$ cat src/rtl/interrupter_gen.sv
// Multi-channel pulse generator with per-channel period/on-time, optional
// burst gating, a hard on-time ceiling and a shared latched fault that
// blanks every output until it is explicitly cleared.
module interrupter_gen #(
  parameter int CH_NUM = 2,
  parameter int CNT_W  = 24,
  parameter int MAX_ON = 4000,
  parameter int BST_W  = 8
) (
  input  logic                    i_clk,
  input  logic                    i_res_n,
  input  logic [CH_NUM-1:0]       i_en,
  input  logic [CH_NUM-1:0]       i_burst_mode,
  input  logic [CH_NUM*CNT_W-1:0] i_period,
  input  logic [CH_NUM*CNT_W-1:0] i_ontime,
  input  logic [CH_NUM*BST_W-1:0] i_burst_on,
  input  logic [CH_NUM*BST_W-1:0] i_burst_off,
  input  logic                    i_flt,
  input  logic                    i_flt_clr,
  output logic [CH_NUM-1:0]       o_pls,
  output logic [CH_NUM-1:0]       o_tick,
  output logic                    o_flt
);

  typedef enum logic {BURST_ON = 1'b0, BURST_OFF = 1'b1} bst_t;

  // Degenerate configs run with a period of 2 so the tick keeps going.
  function automatic logic [CNT_W-1:0] per_f(input logic [CNT_W-1:0] per,
                                             input logic [CNT_W-1:0] on);
    return (per < CNT_W'(2) || on == '0) ? CNT_W'(2) : per;
  endfunction

  // On-time clamp: min(ontime, period-1, MAX_ON); zero when degenerate.
  function automatic logic [CNT_W-1:0] eff_on_f(input logic [CNT_W-1:0] per,
                                                input logic [CNT_W-1:0] on);
    logic [CNT_W-1:0] lim;
    if (per < CNT_W'(2) || on == '0) return '0;
    lim = per - CNT_W'(1);
    if (CNT_W'(MAX_ON) < lim) lim = CNT_W'(MAX_ON);
    return (on < lim) ? on : lim;
  endfunction

  logic flt_nxt;

  // Set dominates clear; the next fault value also gates the channels so that
  // outputs drop on the same edge that latches the fault.
  always_comb flt_nxt = i_flt | (o_flt & ~i_flt_clr);

  // Fault latch.
  always_ff @(posedge i_clk or negedge i_res_n) begin
    if (!i_res_n) o_flt <= 1'b0;
    else          o_flt <= flt_nxt;
  end

  for (genvar k = 0; k < CH_NUM; k++) begin : g_ch
    logic [CNT_W-1:0] period, ontime;
    logic [BST_W-1:0] bon, boff;
    logic             mode, active, wrap, load, gate;
    logic [CNT_W-1:0] cnt, cnt_nxt, per_s, per_nxt, eff_s, eff_nxt;
    logic [BST_W-1:0] bcnt, bcnt_nxt;
    logic [BST_W:0]   binc;
    bst_t             state, state_nxt;
    logic             run, mode_s, mode_nxt, pls, pls_nxt, tick, tick_nxt;

    assign period = i_period[k*CNT_W +: CNT_W];
    assign ontime = i_ontime[k*CNT_W +: CNT_W];
    assign bon    = i_burst_on[k*BST_W +: BST_W];
    assign boff   = i_burst_off[k*BST_W +: BST_W];
    assign mode   = i_burst_mode[k];
    assign active = i_en[k] & ~flt_nxt;
    assign wrap   = (cnt == per_s - CNT_W'(1));
    assign load   = active & (~run | wrap);
    assign binc   = {1'b0, bcnt} + (BST_W+1)'(1);
    assign o_pls[k]  = pls;
    assign o_tick[k] = tick;

    // State register: counters, burst FSM, shadow config and outputs.
    always_ff @(posedge i_clk or negedge i_res_n) begin
      if (!i_res_n) begin
        cnt    <= '0;
        bcnt   <= '0;
        state  <= BURST_ON;
        per_s  <= '0;
        eff_s  <= '0;
        mode_s <= 1'b0;
        run    <= 1'b0;
        pls    <= 1'b0;
        tick   <= 1'b0;
      end else begin
        cnt    <= cnt_nxt;
        bcnt   <= bcnt_nxt;
        state  <= state_nxt;
        per_s  <= per_nxt;
        eff_s  <= eff_nxt;
        mode_s <= mode_nxt;
        run    <= active;
        pls    <= pls_nxt;
        tick   <= tick_nxt;
      end
    end

    // Next-state: counter wrap, burst sequencing and config sampling at period start.
    always_comb begin
      cnt_nxt   = cnt + CNT_W'(1);
      bcnt_nxt  = bcnt;
      state_nxt = state;
      per_nxt   = per_s;
      eff_nxt   = eff_s;
      mode_nxt  = mode_s;
      gate      = 1'b0;
      if (!active || !run) begin
        cnt_nxt   = '0;
        bcnt_nxt  = '0;
        state_nxt = BURST_ON;
      end else if (wrap) begin
        cnt_nxt = '0;
        if (!mode || mode != mode_s || bon == '0) begin
          state_nxt = BURST_ON;
          bcnt_nxt  = '0;
        end else if (state == BURST_ON) begin
          if (binc >= {1'b0, bon}) begin
            bcnt_nxt  = '0;
            state_nxt = (boff == '0) ? BURST_ON : BURST_OFF;
          end else begin
            bcnt_nxt = binc[BST_W-1:0];
          end
        end else begin
          if (binc >= {1'b0, boff}) begin
            bcnt_nxt  = '0;
            state_nxt = BURST_ON;
          end else begin
            bcnt_nxt = binc[BST_W-1:0];
          end
        end
      end
      if (load) begin
        gate     = (state_nxt == BURST_ON) && (!mode || bon != '0);
        per_nxt  = per_f(period, ontime);
        eff_nxt  = gate ? eff_on_f(period, ontime) : '0;
        mode_nxt = mode;
      end
    end

    // Output decode: pulse while the next count is inside the on-window.
    always_comb begin
      tick_nxt = load;
      pls_nxt  = 1'b0;
      if (active) pls_nxt = load ? (eff_nxt != '0) : (cnt_nxt < eff_s);
    end
  end

endmodule

$ cat config.mk
export PLATFORM = sky130hd
export DESIGN_NAME = interrupter_gen
export DESIGN_NICKNAME = d
export VERILOG_FILES = /design/src/rtl/interrupter_gen.sv
export SDC_FILE = /design/constraint.sdc
export NUM_CORES = 1
export LEC_CHECK = 0
export ABC_CLOCK_PERIOD_IN_PS = 6400
export BUFFER_PORTS_ARGS = -buffer_cell sky130_fd_sc_hd__buf_2
export CAP_MARGIN = 20
export CORE_MARGIN = 3
export CORE_UTILIZATION = 30
export CTS_CLUSTER_SIZE = 10
export DETAILED_ROUTE_END_ITERATION = 10
export PLACE_DENSITY = 0.47
export SYNTH_ARGS = -nofsm -noshare
export SYNTH_HDL_FRONTEND = slang
export SYNTH_SLANG_ARGS = --single-unit
$ cat constraint.sdc
create_clock -name i_clk -period 6.4 [get_ports i_clk]
set_input_delay 0 -clock i_clk [delete_from_list [all_inputs] [get_ports i_clk]]
set_output_delay 0 -clock i_clk [all_outputs]
set_load 0.01 [all_outputs]
* Yosys cells after proc, flatten, opt, wreduce, memory -nomap -nowiden
Index checks and enable logic that the tools add are counted.
Storage, ports and cells: flip-flop bits (word level) 171, output and inout bits 5, word-level logic and storage cells 143
Operators by class: eq/ne operators 4, mux-type cells 56, reductions and logical operators 30, bitwise gates (word level) 14, order comparisons 12, $add $sub $neg 8
Operators with widths (number):
- $mux 24 | 22
- $lt 24x24->1 | 4
- $mux 8 | 12
- $sub 24x1->24 const B | 4
- $add 24x1->24 const B | 2
- $eq 24x24->1 | 2
- $logic_not 24->1 | 2
- $lt 12x24->1 const A | 2
- $lt 24x2->1 const B | 2
- $reduce_bool 24->1 | 2
- $ge 9x8->1 | 4
- $logic_not 8->1 | 4
- $mux 1 | 22
- $add 8x1->9 const B | 2
- $reduce_bool 8->1 | 2
- $logic_or 1x1->1 | 10
- $logic_not 1->1 | 6
- $not 1->1 | 6
- $and 1x1->1 | 5
- $reduce_bool 2->1 | 2
- $or 1x1->1 | 3
- $logic_and 1x1->1 | 2
- $ne 1x1->1 | 2

* Depth between registers and ports, before layout
depth after elaboration 17, mapped depth 23, mapped depth without buffers 20

* Least setup slack after synthesis
Ideal clock, no wire load.
path kind in2reg, start input port i_period[2], end register g_ch[0].eff_s[13], library setup time 83 ps, data required time 6317 ps, slack 1747 ps, stages on the path 22, arrival time 4571 ps, path through clkbuf_1 or3_1 clkbuf_1 or3_1 nor4b_1 xor2_1 or3_1 nand4b_1 clkbuf_1 nor2_1 ha_1 a21o_1 a21o_1 a211o_1 a21oi_1 o21ai_0 a31oi_1 o21a_1 buf_2 clkbuf_1 nand2_1 o22ai_1
Between the ends: longest elaborated chain between the ends 10
RTL lines:
- from (decl) | line 14 | input logic [CH_NUM*CNT_W-1:0] i_period,
- $sub 24x1->24 | line 38 | lim = per - CNT_W'(1);
- $lt 12x24->1 | line 39 | if (CNT_W'(MAX_ON) < lim) lim = CNT_W'(MAX_ON);
- $mux 24 | line 39
- $mux 24 | line 38
- $mux 24 | line 136 | if (load) begin
- $lt 24x24->1 | line 40 | return (on < lim) ? on : lim;
- $mux 24 | line 40
- $mux 24 (*) | line 38
- $mux 24 (*) | line 139 | eff_nxt = gate ? eff_on_f(period, ontime) : '0;
- $mux 24 (*) | line 136
- net g_ch[0].eff_nxt[13] | line 59 | logic [CNT_W-1:0] cnt, cnt_nxt, per_s, per_nxt, eff_s, eff_nxt;
- to (signal assigned) | line 94 | eff_s <= eff_nxt;
- to (decl) | line 59
The timed path passes the listed nets; every way through them passes the cells marked *. The select of a mux whose other input is x is not followed. A chain may end at the register's enable or synchronous reset.

* Final worst setup path
start input port i_period[10], end register g_ch[0].eff_s[9]
Same word-level chain as after synthesis.

==> results.md <==
* Clock Sinks at around 170
* Final Hold Viols at 0
* Share of layout cells above drive strength 1 at about an eighth
* Initial drt markers at between 800 and 900
* CTS Buf Count at 17
* Longest Clk Path Bufs at 2
* Least-Margin Pin Slew at about 1000 ps
* Period utilization at 83.1%
* H-tree Lvls at 4
* Rel. slew slack at ~34%
* Post-Route WL at around 43000 um
* Clock Skew at 9.66 ps
* Startpoint types: input pin
* Primary FF master, synth: dfrtp_1
* Fillcell total at around 4700
* Arr. time, crit path at 5660 ps
* Start point of the critical path: i_period[10]
* Max-capacitance violation count at 0
* Worst r2r src: g_ch[1].per_s[8]
* Synth area leader: dfrtp_1
* Register area at 0.00428 mm^2
* Core area at 0.0457 mm^2
* Critical Path End: g_ch[0].eff_s[9]
* Worst Hold Class: input pin to register
* # DRC at 0
* Initial Util at a little under a third
* Status: complete, no violations
* Via count of the routed design at roughly 13000
* Avg Inst Size Synth at 8.54 um^2
* Die height at around 220 um
* Synth warn at 0
* Antenna Nets Post-Route at 0
* Skew-Pair Late Insertion Delay at between 400 and 500 ps
* Crit end category: register
* Sequential-to-total area share from yosys stat at 30.6%
* Clk root buf: clkbuf_16
* Top cell type's share of synthesized area at between 30% and 40%
* Postcts setup bufs at 0
* Worst reg-to-reg path cell count at 15
* #FFs+latches synth at roughly 170
* P&R area growth vs syn at 20.9%
* Yosys cell types at 90
* Largest cells by area after synthesis: dfrtp_1 (31%), ha_1 (12%), xnor2_1 (4.6%)
* RSZ-0062 raised after global routing: no
* First-pass GRT wire length at 69000 um
* Via/cell ratio at 5.07
* Largest net degree at the start of global routing at between 90 and 100
* Power per cell area at approximately 190 mW/mm^2
* Smallest hold slack at 17.9 ps
* Number of synthesized flops with an enable pin at 0
* Max-slew violations at 0
* Multi-input gate area at roughly 0.0089 mm^2
* Max Fclk at approximately 190 MHz
* Tmin final at between 5000 and 6000 ps
* # setup viols final at 0
* # rows at between 70 and 80
* Kind of critical path: input pin to register
* Worst EP required at slightly below 7000 ps
* Maximum vdd drop at ~0.00017 V
* Clock tree from TritonCTS: yes
* Initial antenna violation count at 0
* Nets at about 2100
* Pleak at roughly 7.7 nW
* GRT Util Overall at between 10% and 20%
* Grt total ovfl at 0
* Die width at approximately 220 um
* CP Max Fanout at 18
* Power, Total at between 3 and 4 mW
* I/O Buffers at 140
* Cells after synthesis at about 1600
* Final Core Density at between 30% and 40%
* HPWL after DPL at roughly 33000 um
* Reg-to-reg endpoint: g_ch[1].pls
* ANT cells at 0
* Vias in the first global route at 12500
* Routed WL per cell at around 17 um
* Top Ports at 141
* Die area at around 0.049 mm^2
* DR pass1 iterations at 5
* Mapped cell area at 0.0140 mm^2
* R2r setup slk at about 1300 ps
* GP Congestion at 0.862
* Clk pin slew, worst setup/hold paths at 70 ps
* Share of flip-flops with an asynchronous set or reset at 100%
* Setup TNS at 0 ps
-- cell usage in the layout, fill, tap and decap left out, drive strengths merged, types with 5 or more instances in the layout --
| cell | n |
|---|---|
| dfrtp | 171 |
| buf | 154 |
| inv | 149 |
| nand2 | 139 |
| ha | 134 |
| nor2 | 126 |
| dlygate4sd3 | 102 |
| o21ai | 95 |
| nand3 | 84 |
| xnor2 | 73 |
| xor2 | 62 |
| nand4 | 53 |
| a21oi | 45 |
| nor3 | 44 |
| nor4 | 42 |
| a21o | 35 |
| o22ai | 32 |
| conb | 24 |
| clkbuf | 22 |
| mux2i | 21 |
| nand2b | 20 |
| or4 | 19 |
| and3 | 18 |
| nor2b | 15 |
| o2bb2ai | 13 |
| a31oi | 12 |
| or3 | 10 |
| a211oi | 10 |
| o32ai | 10 |
| mux2 | 9 |
| o21a | 9 |
| nor3b | 8 |
| o211ai | 7 |
| nand4b | 6 |
| o31ai | 6 |
| clkinv | 6 |
| and4 | 5 |
| a2111oi | 5 |
| or2 | 5 |
-- cell families (layout without fill, tap and decap cells) --
family / Yosys count / in the layout / synth area share (%)
AND/OR/NAND/NOR: 612 / 612 / 23.3
AO/OA/AOI/OAI: 333 / 333 / 16.8
buffers and inverters: 219 / 436 / 6.52
adder cells (fa/ha/maj): 134 / 134 / 12.0
flip-flops: 171 / 171 / 30.6
other: 1 / 24 / 0.0269
multiplexers: 30 / 30 / 2.23
XOR/XNOR: 135 / 135 / 8.47
-- state kept, by name, summed over array words and instances, names as in the netlist --
| signal | cells |
|---|---|
| g_ch.run | 2 |
| g_ch.eff_s | 48 |
| g_ch.per_s | 48 |
| o_flt | 1 |
| g_ch.tick | 2 |
| g_ch.pls | 2 |
| g_ch.state | 2 |
| g_ch.mode_s | 2 |
| g_ch.cnt | 48 |
| g_ch.bcnt | 16 |
-- cell type report --
class | instances | area share (%)
multi-input combinational | 1268 | 52.6
clock buffer | 21 | 2.73
inverter | 148 | 3.29
tap | 600 | 4.44
sequential | 171 | 25.3
timing repair buffer | 257 | 10.9
clock inverter | 10 | 0.696
-- report_power, final --
part | internal, mW | switching, mW
registers | 1.20 | 0.130
logic | 0.378 | 0.480
clock network | 0.595 | 0.461
-- how the worst min path moves through the flow --
stage / start / end / depth (start not counted)
detailed placement: i_res_n / g_ch[0].per_s[23] / 1
floorplan: i_res_n / g_ch[0].bcnt[0] / 0
finish: i_en[1] / g_ch[1].run / 3
global placement: i_res_n / g_ch[0].per_s[23] / 1
CTS: i_en[1] / g_ch[1].run / 3
global route: i_en[1] / g_ch[1].run / 3
-- synth_stat cells, types with 5 or more instances --
cell / count
mux2_2: 9
nand3_1: 83
o21ai_0: 92
a21oi_1: 45
buf_6: 6
mux2i_1: 21
nor3b_1: 5
a21o_1: 35
nor4_2: 6
o22ai_2: 9
xor2_1: 62
buf_4: 6
nand4b_1: 6
and3_1: 18
nor2_1: 126
o2bb2ai_1: 12
o22ai_1: 23
inv_1: 148
nor4_1: 34
o31ai_1: 6
nand2_1: 139
o32ai_2: 5
dfrtp_1: 171
nor3_1: 42
nor2b_1: 15
a31oi_1: 12
o32ai_1: 5
ha_1: 134
or3_1: 10
xnor2_1: 73
nand2b_1: 20
o21a_1: 9
a211oi_1: 10
buf_2: 16
o211ai_1: 7
or4_1: 17
and4_1: 5
nand4_1: 49
clkbuf_1: 40
-- worst max-delay path, stage by stage --
cell,delay [ps]
dlygate4sd3_1,530
buf_2,180
or4_1,590
nor4bb_1,640
nand3_1,190
xnor2_1,160
or3_1,370
nand4b_1,440
buf_4,330
nor2_1,130
ha_1,260
a21o_1,170
a211o_1,280
a21oi_1,110
o21ai_0,100
a31oi_1,270
o21a_1,560
nor3_1,120
o32ai_2,210
-- metrics by stage --
step	area, um^2	worst slack [ps]	cells
floorplan	14100	1750	1658
global placement	15300	1300	2341
detailed placement	15300	1250	2341
CTS	16900	1160	2474
global route	16900	605	2475
finish	16900	1080	2475
-- per-layer routing --
| metal | wire length, um | up-vias | part of all wire (%) | global-route usage, % |
|---|---|---|---|---|
| li1 | - | 6324 | - | - |
| met5 | 0 | - | 0 | 0 |
| met3 | 1350 | 54 | 3.1 | 2.44 |
| met4 | 920 | 0 | 2.1 | 5.02 |
| met1 | 21300 | 5898 | 49 | 24.4 |
| met2 | 19500 | 276 | 45 | 27.9 |
-- timing repair --
item,CTS,global route
gates resized for setup,0,0
hold endpoints to repair,196,0
hold buffers,102,0
Note: power is estimated with default switching activity, not from simulation.
